`config.mk`:
```
export PLATFORM = sky130hd
export DESIGN_NAME = ret_addr_stack
export DESIGN_NICKNAME = d
export VERILOG_FILES = /design/src/rtl/ret_addr_stack_pkg.sv /design/src/rtl/ret_addr_stack_ram.sv /design/src/rtl/ret_addr_stack.sv
export SDC_FILE = /design/constraint.sdc
export NUM_CORES = 1
export LEC_CHECK = 0
export BUFFER_PORTS_ARGS = -buffer_cell sky130_fd_sc_hd__clkbuf_2
export CORE_MARGIN = 10
export CORE_UTILIZATION = 30
export CTS_CLUSTER_SIZE = 40
export DETAILED_ROUTE_END_ITERATION = 8
export PLACE_DENSITY = 0.49
export SETUP_SLACK_MARGIN = 0.5
export SYNTH_ARGS = -nofsm -noshare
export SYNTH_HDL_FRONTEND = slang
export SYNTH_SLANG_ARGS = --single-unit
```
`constraint.sdc`:
```
create_clock -name clk -period 19 [get_ports clk]
set_input_delay 0.95 -clock clk [delete_from_list [all_inputs] [get_ports clk]]
set_output_delay 0.95 -clock clk [all_outputs]
set_load 0.01 [all_outputs]
```
`src/rtl/ret_addr_stack_pkg.sv`:
```
// Shared return-stack types: default sizing, checkpoint layout and jump-decoder constants.
// Consumers tag branches with ras_ckpt_t when built at the default depth.
package ret_addr_stack_pkg;

  localparam int RAS_DEPTH_DEF    = 16;
  localparam int RAS_IP_WIDTH_DEF = 64;
  localparam int RAS_PTR_W_DEF    = $clog2(RAS_DEPTH_DEF);

  // Snapshot layout {count-nonzero, top index}.
  typedef struct packed {
    logic                     nz;
    logic [RAS_PTR_W_DEF-1:0] idx;
  } ras_ckpt_t;

  // Jump-decoder opcodes that produce push/pop strobes.
  localparam logic [7:0] OP_CALL_REL32  = 8'hE8;
  localparam logic [7:0] OP_RET_NEAR    = 8'hC3;
  localparam logic [7:0] OP_RET_IMM16   = 8'hC2;
  localparam logic [7:0] OP_GRP5        = 8'hFF;
  localparam logic [2:0] MODRM_CALL_IND = 3'd2;

  typedef enum logic [1:0] {
    JMP_NONE = 2'd0,
    JMP_CALL = 2'd1,
    JMP_RET  = 2'd2,
    JMP_TAIL = 2'd3
  } jmp_kind_e;

  function automatic jmp_kind_e ras_jmp_kind(input logic push, input logic pop);
    jmp_kind_e k;
    k = JMP_NONE;
    if (push && pop) k = JMP_TAIL;
    else if (push)   k = JMP_CALL;
    else if (pop)    k = JMP_RET;
    return k;
  endfunction

endpackage

```
`src/rtl/ret_addr_stack_ram.sv`:
```
// Return-address storage: one write port, one asynchronous read port, no reset.
// Write lands on the rising edge; read data follows raddr_i combinationally.
module ras_ram #(
  parameter int DEPTH = 16,
  parameter int WIDTH = 64
) (
  input  logic                     clk,
  input  logic                     we_i,
  input  logic [$clog2(DEPTH)-1:0] waddr_i,
  input  logic [WIDTH-1:0]         wdata_i,
  input  logic [$clog2(DEPTH)-1:0] raddr_i,
  output logic [WIDTH-1:0]         rdata_o
);

  logic [WIDTH-1:0] mem_q [DEPTH];

  always_ff @(posedge clk) begin
    if (we_i) mem_q[waddr_i] <= wdata_i;
  end

  assign rdata_o = mem_q[raddr_i];

endmodule

```
`src/rtl/ret_addr_stack.sv`:
```
// Circular return-address stack; push/pop visible on predAddr one cycle later, never stalls.
// RAS_REPAIR_EN enables checkpoint output and mispredict restore (otherwise restore is ignored).
module ret_addr_stack
  import ret_addr_stack_pkg::*;
#(
  parameter int DEPTH    = RAS_DEPTH_DEF,
  parameter int IP_WIDTH = RAS_IP_WIDTH_DEF
) (
  input  logic                     clk,
  input  logic                     rst,
  input  logic                     pushCallStack,
  input  logic                     popCallStack,
  input  logic [IP_WIDTH-1:0]      retAddr,
  output logic [IP_WIDTH-1:0]      predAddr,
  output logic                     predValid,
  output logic [$clog2(DEPTH):0]   ckptPtr,
  input  logic                     restore,
  input  logic [$clog2(DEPTH):0]   restorePtr,
  output logic                     underflow
);

  localparam int PW = $clog2(DEPTH);
  localparam int CW = PW + 1;
  localparam logic [CW-1:0] CNT_FULL = CW'(DEPTH);

  logic [PW-1:0] tp_q, tp_d;
  logic [CW-1:0] cnt_q, cnt_d;
  logic          underflow_q, underflow_d;
  logic          wr_en;
  logic [PW-1:0] wr_idx;
  logic          empty;
  jmp_kind_e     kind;

  assign empty = (cnt_q == '0);

  always_comb begin
    tp_d        = tp_q;
    cnt_d       = cnt_q;
    underflow_d = 1'b0;
    wr_en       = 1'b0;
    wr_idx      = tp_q;
    kind        = ras_jmp_kind(pushCallStack, popCallStack);
    // A tail call on an empty stack has nothing to replace, so it becomes a plain call.
    if (kind == JMP_TAIL && empty) kind = JMP_CALL;

    case (kind)
      JMP_CALL: begin
        tp_d   = tp_q + PW'(1);
        wr_en  = 1'b1;
        wr_idx = tp_q + PW'(1);
        if (cnt_q != CNT_FULL) cnt_d = cnt_q + CW'(1);
      end
      JMP_RET: begin
        if (empty) begin
          underflow_d = 1'b1;
        end else begin
          tp_d  = tp_q - PW'(1);
          cnt_d = cnt_q - CW'(1);
        end
      end
      JMP_TAIL: begin
        wr_en  = 1'b1;
        wr_idx = tp_q;
      end
      default: ;
    endcase

`ifdef RAS_REPAIR_EN
    if (restore) begin
      wr_en       = 1'b0;
      underflow_d = 1'b0;
      tp_d        = restorePtr[PW-1:0];
      cnt_d       = restorePtr[PW] ? CW'(1) : '0;
    end
`endif
  end

  always_ff @(posedge clk or posedge rst) begin
    if (rst) begin
      tp_q        <= '0;
      cnt_q       <= '0;
      underflow_q <= 1'b0;
    end else begin
      tp_q        <= tp_d;
      cnt_q       <= cnt_d;
      underflow_q <= underflow_d;
    end
  end

  ras_ram #(
    .DEPTH (DEPTH),
    .WIDTH (IP_WIDTH)
  ) u_ram (
    .clk     (clk),
    .we_i    (wr_en),
    .waddr_i (wr_idx),
    .wdata_i (retAddr),
    .raddr_i (tp_q),
    .rdata_o (predAddr)
  );

  assign predValid = !empty;
  assign underflow = underflow_q;

`ifdef RAS_REPAIR_EN
  typedef struct packed {
    logic          nz;
    logic [PW-1:0] idx;
  } ckpt_t;

  ckpt_t ckpt;
  assign ckpt    = '{nz: !empty, idx: tp_q};
  assign ckptPtr = ckpt;
`else
  logic unused_restore;
  assign unused_restore = ^{restore, restorePtr};
  assign ckptPtr        = '0;
`endif

endmodule

```
==> results of run 1 <==
[through the flow]
stage	util, %	cell area, um2	hold slack (ns)	setup slack [ns]	std cells
after global routing	34.80	45630	0.2321	12.96	3577
after floorplan	-	39490	0.5901	11.68	1545
final	34.80	45630	0.2365	13.47	3578
after CTS	34.80	45630	0.1883	13.20	3576
after global placement	32.32	42380	0.6074	13.93	3391
after detailed placement	32.32	42380	0.6166	13.94	3391
[worst max-delay path, delay by kind of cell, from the launching register on]
kind | cells | cell delay (ns)
multiplexers | 2 | 1.17
flip-flops | 1 | 0.95
buffers and inverters | 3 | 1.67
[area by class of cell]
type | instances | area, um2 | share of cell area, %
clock buffer | 123 | 2716 | 5.953
inverter | 6 | 22.52 | 0.04935
clock inverter | 62 | 536.8 | 1.176
antenna | 2 | 5.005 | 0.01097
multi-input combinational | 422 | 8144 | 17.85
timing repair buffer | 174 | 998.5 | 2.188
tap | 1755 | 2196 | 4.812
sequential | 1034 | 31010 | 67.96
[power by group through the flow]
stage,sequential [mW],combinational (mW),clock [mW]
final,2.93,1.97,1.97
after global routing,2.96,2.13,2.13
after CTS,2.94,2.06,2.03
after detailed placement,2.98,2.05,0
after global placement,2.97,2.04,0
after floorplan,2.92,1.38,0
[per-layer routing]
layer  vias up  wire length, um  global-route usage [%]
li1       7164                -                       -
met1      9409            39470                   16.21
met2       364            47140                   21.41
met3       164             4738                   3.264
met4        18             2143                   2.958
met5         -              121                       0
[sequential cells by signal, indices dropped and copies added, names as in the netlist]
signal	count
cnt_q	5
tp_q	4
u_ram.mem_q	1024
underflow	1
[worst max-delay path by stage]
stage | cells after the start | slack (ns) | from | to
detailed placement | 5 | 13.94 | tp_q[0]$_DFFE_PP0P_ | predAddr[49]
finish | 5 | 13.47 | tp_q[0]$_DFFE_PP0P_ | predAddr[49]
global route | 5 | 12.96 | tp_q[0]$_DFFE_PP0P_ | predAddr[49]
global placement | 5 | 13.93 | tp_q[0]$_DFFE_PP0P_ | predAddr[49]
floorplan | 7 | 11.68 | tp_q[1]$_DFFE_PP0P_ | u_ram.mem_q[1][0]$_DFFE_PP_
CTS | 5 | 13.20 | tp_q[0]$_DFFE_PP0P_ | predAddr[49]
[placed cells by master, fill, tap and decap left out, drive strengths merged, types with 2 or more instances in the layout]
cell / n
nand4: 3
and3: 2
o21ai: 3
buf: 41
a21boi: 2
a21o: 3
mux4: 320
a22oi: 8
ha: 5
nor2: 5
a211oi: 10
dfrtp: 10
clkbuf: 256
edfxtp: 1024
mux2i: 4
inv: 8
diode: 2
xnor2: 6
clkinv: 50
nand3b: 2
mux2: 3
nand2: 4
o211ai: 5
nor2b: 2
a21oi: 6
bufinv: 9
conb: 5
and4b: 2
or4: 3
nand2b: 2
[logic make-up after synthesis]
kind of cell / after synthesis
flops: 1034
mux: 327
buf+inv: 89
compound gates: 46
simple gates: 31
xor+xnor: 7
fa+ha+maj: 6
other cells: 1
==> flow_metrics.tcl, run 1 <==
set metrics [dict create \
    final-hold-violation-count 0 \
    firstDrtPassIters 4 \
    avgSynthCellArea_um2 25.62 \
    grt_pass1_wl_um 134800 \
    ctsResizeCount 0 \
    rsz0062_at_grt "false" \
    p_sw_mw 2.020 \
    gr-total-overflow 0 \
    setup_tns_ns 0 \
    gp_congestion 0.7121 \
    synth_top_family_by_area "multiplexers" \
    relSlewSlack_pct -9.195 \
    synth_compound_area_share_pct 0.8653 \
    synthToLayoutAreaGrowth_pct 15.60 \
    clock_sinks 1034 \
    initial_utilization_pct 30.10 \
    fmax_mhz 181.0 \
    clockRootBuffer "clkbuf_16" \
    cts_hold_buf 0 \
    finClkSkew_ns 0.02707 \
    core_area_um2 131100 \
    slew_violations 71 \
    cts_inserted_buffers 103 \
    netlist_top_cells_area "edfxtp_1 78%, mux4_2 18%, dfrtp_1 0.63%, buf_4 0.49%, clkbuf_1 0.28%" \
    drt-total-wl_um 93620 \
    async_flop_share_pct 0.9671 \
    clkPwrFrac_pct 28.7 \
    yosys.area.top_type "edfxtp_1" \
    rows 133 \
    p_leak_nw 14.07 \
    port-buffer-count 133 \
    crit_path_end_kind "output port" \
    yosys.area_share.simple_pct 0.5357 \
    vias 17120 \
    ys_ff_latch 1034 \
    synthAdderAreaFrac_pct 0.2092 \
    post_cts_buffers 0 \
    p_seq_share_pct 42.6 \
    synth_common_cells "1024 x edfxtp_1, 318 x mux4_2, 29 x clkbuf_1, 26 x buf_4, 17 x buf_1" \
    grt_max_degree 167 \
    fp.dieArea_um2 146500 \
    cp.arrival_ns 4.58 \
    r2r-end "u_ram.mem_q[14][34]$_DFFE_PP_" \
    nets 1821 \
    die_w_um 382.7 \
    total_power_mw 6.870 \
    p_per_area_nw_per_um2 150.6 \
    r2r_cells 8 \
    ioPinCount 145 \
    synth_top_area_share_pct 77.90 \
    drc 0 \
    drt_iter0_drc 1163 \
    synthCells 1541 \
    worst_pin_slew_ns 1.638 \
    yosysMostFrequentCell "edfxtp_1" \
    setup_viol 0 \
    cp_cell_sequence "buf_12, buf_4, mux4_1, mux4_2, clkbuf_2" \
    clk_pin_slew_ns 0.06 \
    layout-drive-gt1-share_pct 36.63 \
    ys_warn_count 0 \
    worstPathMaxFanout 111 \
    hold_path_class "in -> async" \
    yosysSeqAreaShare_pct 78.53 \
    cts_tree "yes" \
    synthXorXnorAreaFrac_pct 0.1553 \
    period_needed_ns 5.526 \
    ir_drop_mv 0.1123 \
    cts_max_path_buffers 3 \
    muxShareOfSynthArea_pct 18.46 \
    min_period_over_period_pct 29.09 \
    antenna_found_initial 17 \
    failed_checks "slew limit" \
    die_h_um 382.7 \
    fillers 12200 \
    combPwrFrac_pct 28.6 \
    path_class "reg -> out" \
    ant_nets 0 \
    max_stage_delay_ns 0.95 \
    track_usage_pct 12.65 \
    crit_path_start_kind "flip-flop" \
    htreeDepth 3 \
    outcome "finished with violations" \
    synth_area_um2 39480 \
    p_int_mw 4.850 \
    r2r_setup_slack_ns 14.39 \
    slowest_stage "dfrtp_4" \
    crit_required_ns 18.05 \
    synthFlopType "edfxtp_1" \
    swShare_pct 29.41 \
    clk_latency_ns 0.69 \
    wl_per_cell_um 26.16 \
    r2r_start "tp_q[0]$_DFFE_PP0P_" \
    drv_cap 0 \
    grt_pass1_vias 18440 \
    viasPerCell 4.785 \
    synth_edf_count 1024 \
    detailed_place_hpwl_um 47240 \
    synthDistinctLibCells 51 \
]
Note: power is estimated with default switching activity, not from simulation.
==> inputs of run 2 (changes only) <==
--- a/config.mk
+++ b/config.mk
@@ -10,7 +10,7 @@
 export CORE_UTILIZATION = 30
 export CTS_CLUSTER_SIZE = 40
 export DETAILED_ROUTE_END_ITERATION = 8
-export PLACE_DENSITY = 0.49
+export PLACE_DENSITY = 0.5
 export SETUP_SLACK_MARGIN = 0.5
 export SYNTH_ARGS = -nofsm -noshare
 export SYNTH_HDL_FRONTEND = slang
==> constraint.sdc (replaced) <==
create_clock -name clk -period 4.7 [get_ports clk]
set_input_delay 0.235 -clock clk [delete_from_list [all_inputs] [get_ports clk]]
set_output_delay 0.235 -clock clk [all_outputs]
set_load 0.01 [all_outputs]
==> run 2 against run 1 <==
The flow now finishes without violations. Hold slack got worse by 0.13 ns. Clock skew fell by 0.012 ns. Register-to-register slack got worse by 13 ns. Via count rose by 1.5%. Setup slack got worse by 13 ns. Cell count rose by 1.8%. Count of clock-buffer cells in the layout rose by 3. First-iteration DRC count rose by 36%. Die area did not move. Non-clock buffer count rose by 64. Sequential power rose to 4.0 times the previous value. Wire length fell by 0.49%. Critical path type unchanged. Largest cell class unchanged. Largest power group unchanged. Highest routed layer unchanged.
==> flow_metrics.tcl, run 2 (synthesized netlist as in run 1, its figures left out) <==
set metrics [dict create \
    initial_utilization_pct 30.10 \
    largest_register_ff_count 1024 \
    die_w_um 382.7 \
    r2r_cells 5 \
    worstPathMaxFanout 88 \
    critPathTopFamily "multiplexers" \
    outcome "finished, final reports clean" \
    cts_inserted_buffers 104 \
    drc 0 \
    clockRootBuffer "clkbuf_16" \
    layout_commonest_cell "edfxtp_1" \
    slew_violations 0 \
    r2r_setup_slack_ns 1.00 \
    clk_pin_slew_ns 0.06 \
    hold_path_class "in -> async" \
    gp_congestion 0.7176 \
    drv_cap 0 \
    fin_util_pct 35.48 \
    post_cts_buffers 0 \
    path_depth 4 \
    nets 1886 \
    path_class "reg -> out" \
    r2r_start "tp_q[0]$_DFFE_PP0P_" \
    cp.arrival_ns 3.63 \
    swShare_pct 29.13 \
    mostFrequentLayoutCells "1024 x edfxtp_1, 318 x mux4_2, 133 x clkbuf_2, 107 x clkbuf_16, 66 x dlygate4sd3_1" \
    clk_latency_ns 0.67 \
    max_stage_delay_ns 0.90 \
    port-buffer-count 133 \
    p_sw_mw 8.135 \
    antenna_found_initial 8 \
    crit_required_ns 4.47 \
    detailed_place_hpwl_um 46680 \
    cp-startpoint "tp_q[0]$_DFFE_PP0P_" \
    rows 133 \
    p_seq_share_pct 42.4 \
    total_power_mw 27.92 \
    ant_nets 0 \
    cts_max_path_buffers 3 \
    reg.largest.list "u_ram.mem_q: 1024 flops, cnt_q: 5 flops, tp_q: 4 flops" \
    layout-drive-gt1-share_pct 35.03 \
    r2r-end "u_ram.mem_q[0][21]$_DFFE_PP_" \
    period_needed_ns 3.865 \
    drt-total-wl_um 93160 \
    final-hold-violation-count 0 \
    rsz0062_at_grt "false" \
    min_period_over_period_pct 82.23 \
    grt_pass1_wl_um 135200 \
    worst_pin_slew_ns 0.9770 \
    hold_ws_ns 0.1057 \
    cp_common_cell "mux4_2" \
    fp.dieArea_um2 146500 \
    p_per_area_nw_per_um2 600.2 \
    wl_per_cell_um 25.57 \
    finClkSkew_ns 0.01504 \
    viasPerCell 4.771 \
    crit_path_end_kind "output port" \
    grt_pass1_vias 18820 \
    clkPwrFrac_pct 29.0 \
    die_h_um 382.7 \
    gr-total-overflow 0 \
    clock_sinks 1034 \
    htreeDepth 3 \
    max_flop_register "u_ram.mem_q" \
    track_usage_pct 12.55 \
    p_int_mw 19.79 \
    slowest_stage "dfrtp_4" \
    synthToLayoutAreaGrowth_pct 17.86 \
    drt_iter0_drc 1577 \
    core_area_um2 131100 \
    grt_max_degree 120 \
    cts_tree "yes" \
    ioPinCount 145 \
    firstDrtPassIters 5 \
    p_leak_nw 14.38 \
    fmax_mhz 258.7 \
    critPathCapture "predAddr[34]" \
    ir_drop_mv 0.5058 \
    vias 17380 \
    worst-path-buf-inv 2 \
    combPwrFrac_pct 28.6 \
    crit_path_start_kind "flip-flop" \
    cp_cell_sequence "buf_12, mux4_2, mux4_2, clkbuf_2" \
    setup_tns_ns 0 \
    setup_viol 0 \
    relSlewSlack_pct 33.01 \
]
-- run 2: power by group through the flow --
stage / clock [mW] / sequential [mW] / combinational (mW)
global route: 8.69 / 12.0 / 8.67
global placement: 0 / 12.0 / 8.23
detailed placement: 0 / 12.1 / 8.29
CTS: 8.32 / 11.9 / 8.36
floorplan: 0 / 11.7 / 5.63
finish: 8.09 / 11.8 / 7.99
-- run 2: area by class of cell --
| type | instances | area (um2) |
|---|---|---|
| fillers | 12120 | 84600 |
| flip-flops and latches | 1034 | 31010 |
| multi-input cells | 422 | 8144 |
| clock buffers | 126 | 2749 |
| well taps | 1755 | 2196 |
| repair buffers | 238 | 1836 |
| clock inverters | 58 | 554.3 |
| inverters | 6 | 22.52 |
| diodes | 4 | 10.01 |
-- run 2: worst min path at each step --
stage,endpoint,slack [ns],cells past startpoint
after detailed placement,underflow$_DFF_PP0_,0.25,2
final,underflow$_DFF_PP0_,0.11,3
after global placement,underflow$_DFF_PP0_,0.26,2
after CTS,tp_q[1]$_DFFE_PP0P_,0.06,3
after floorplan,cnt_q[0]$_DFFE_PP0P_,0.08,1
after global routing,tp_q[1]$_DFFE_PP0P_,0.11,3
-- run 2: worst register-to-register path, stage by stage (launching register included) --
cell and delay [ns]:
dfrtp_4 0.90, inv_1 0.28, ha_1 0.44, or4_4 0.61, a211oi_4 0.27, buf_4 0.76
-- run 2: metal layers --
layer / track usage [%] / part of all wire (%) / wire length (um)
met1: 16.49 / 43 / 39790
met5: 0 / 0.015 / 14
met3: 2.514 / 4.6 / 4274
met2: 21.39 / 51 / 47310
met4: 2.765 / 1.9 / 1768
-- run 2: metrics by stage --
stage	setup slack (ns)	cells	instance area, um2
finish	0.8352	3643	46530
global route	0.5361	3640	46520
CTS	0.5134	3639	46510
detailed placement	0.9752	3389	42550
global placement	1.066	3389	42550
floorplan	-0.5584	1545	39600
-- run 2: repair_timing --
item | CTS | global route
setup endpoints to repair | 0 | 12
gates resized for setup | 0 | 1
hold buffers | 66 | 0
endpoints found under the hold margin | 1035 | 0
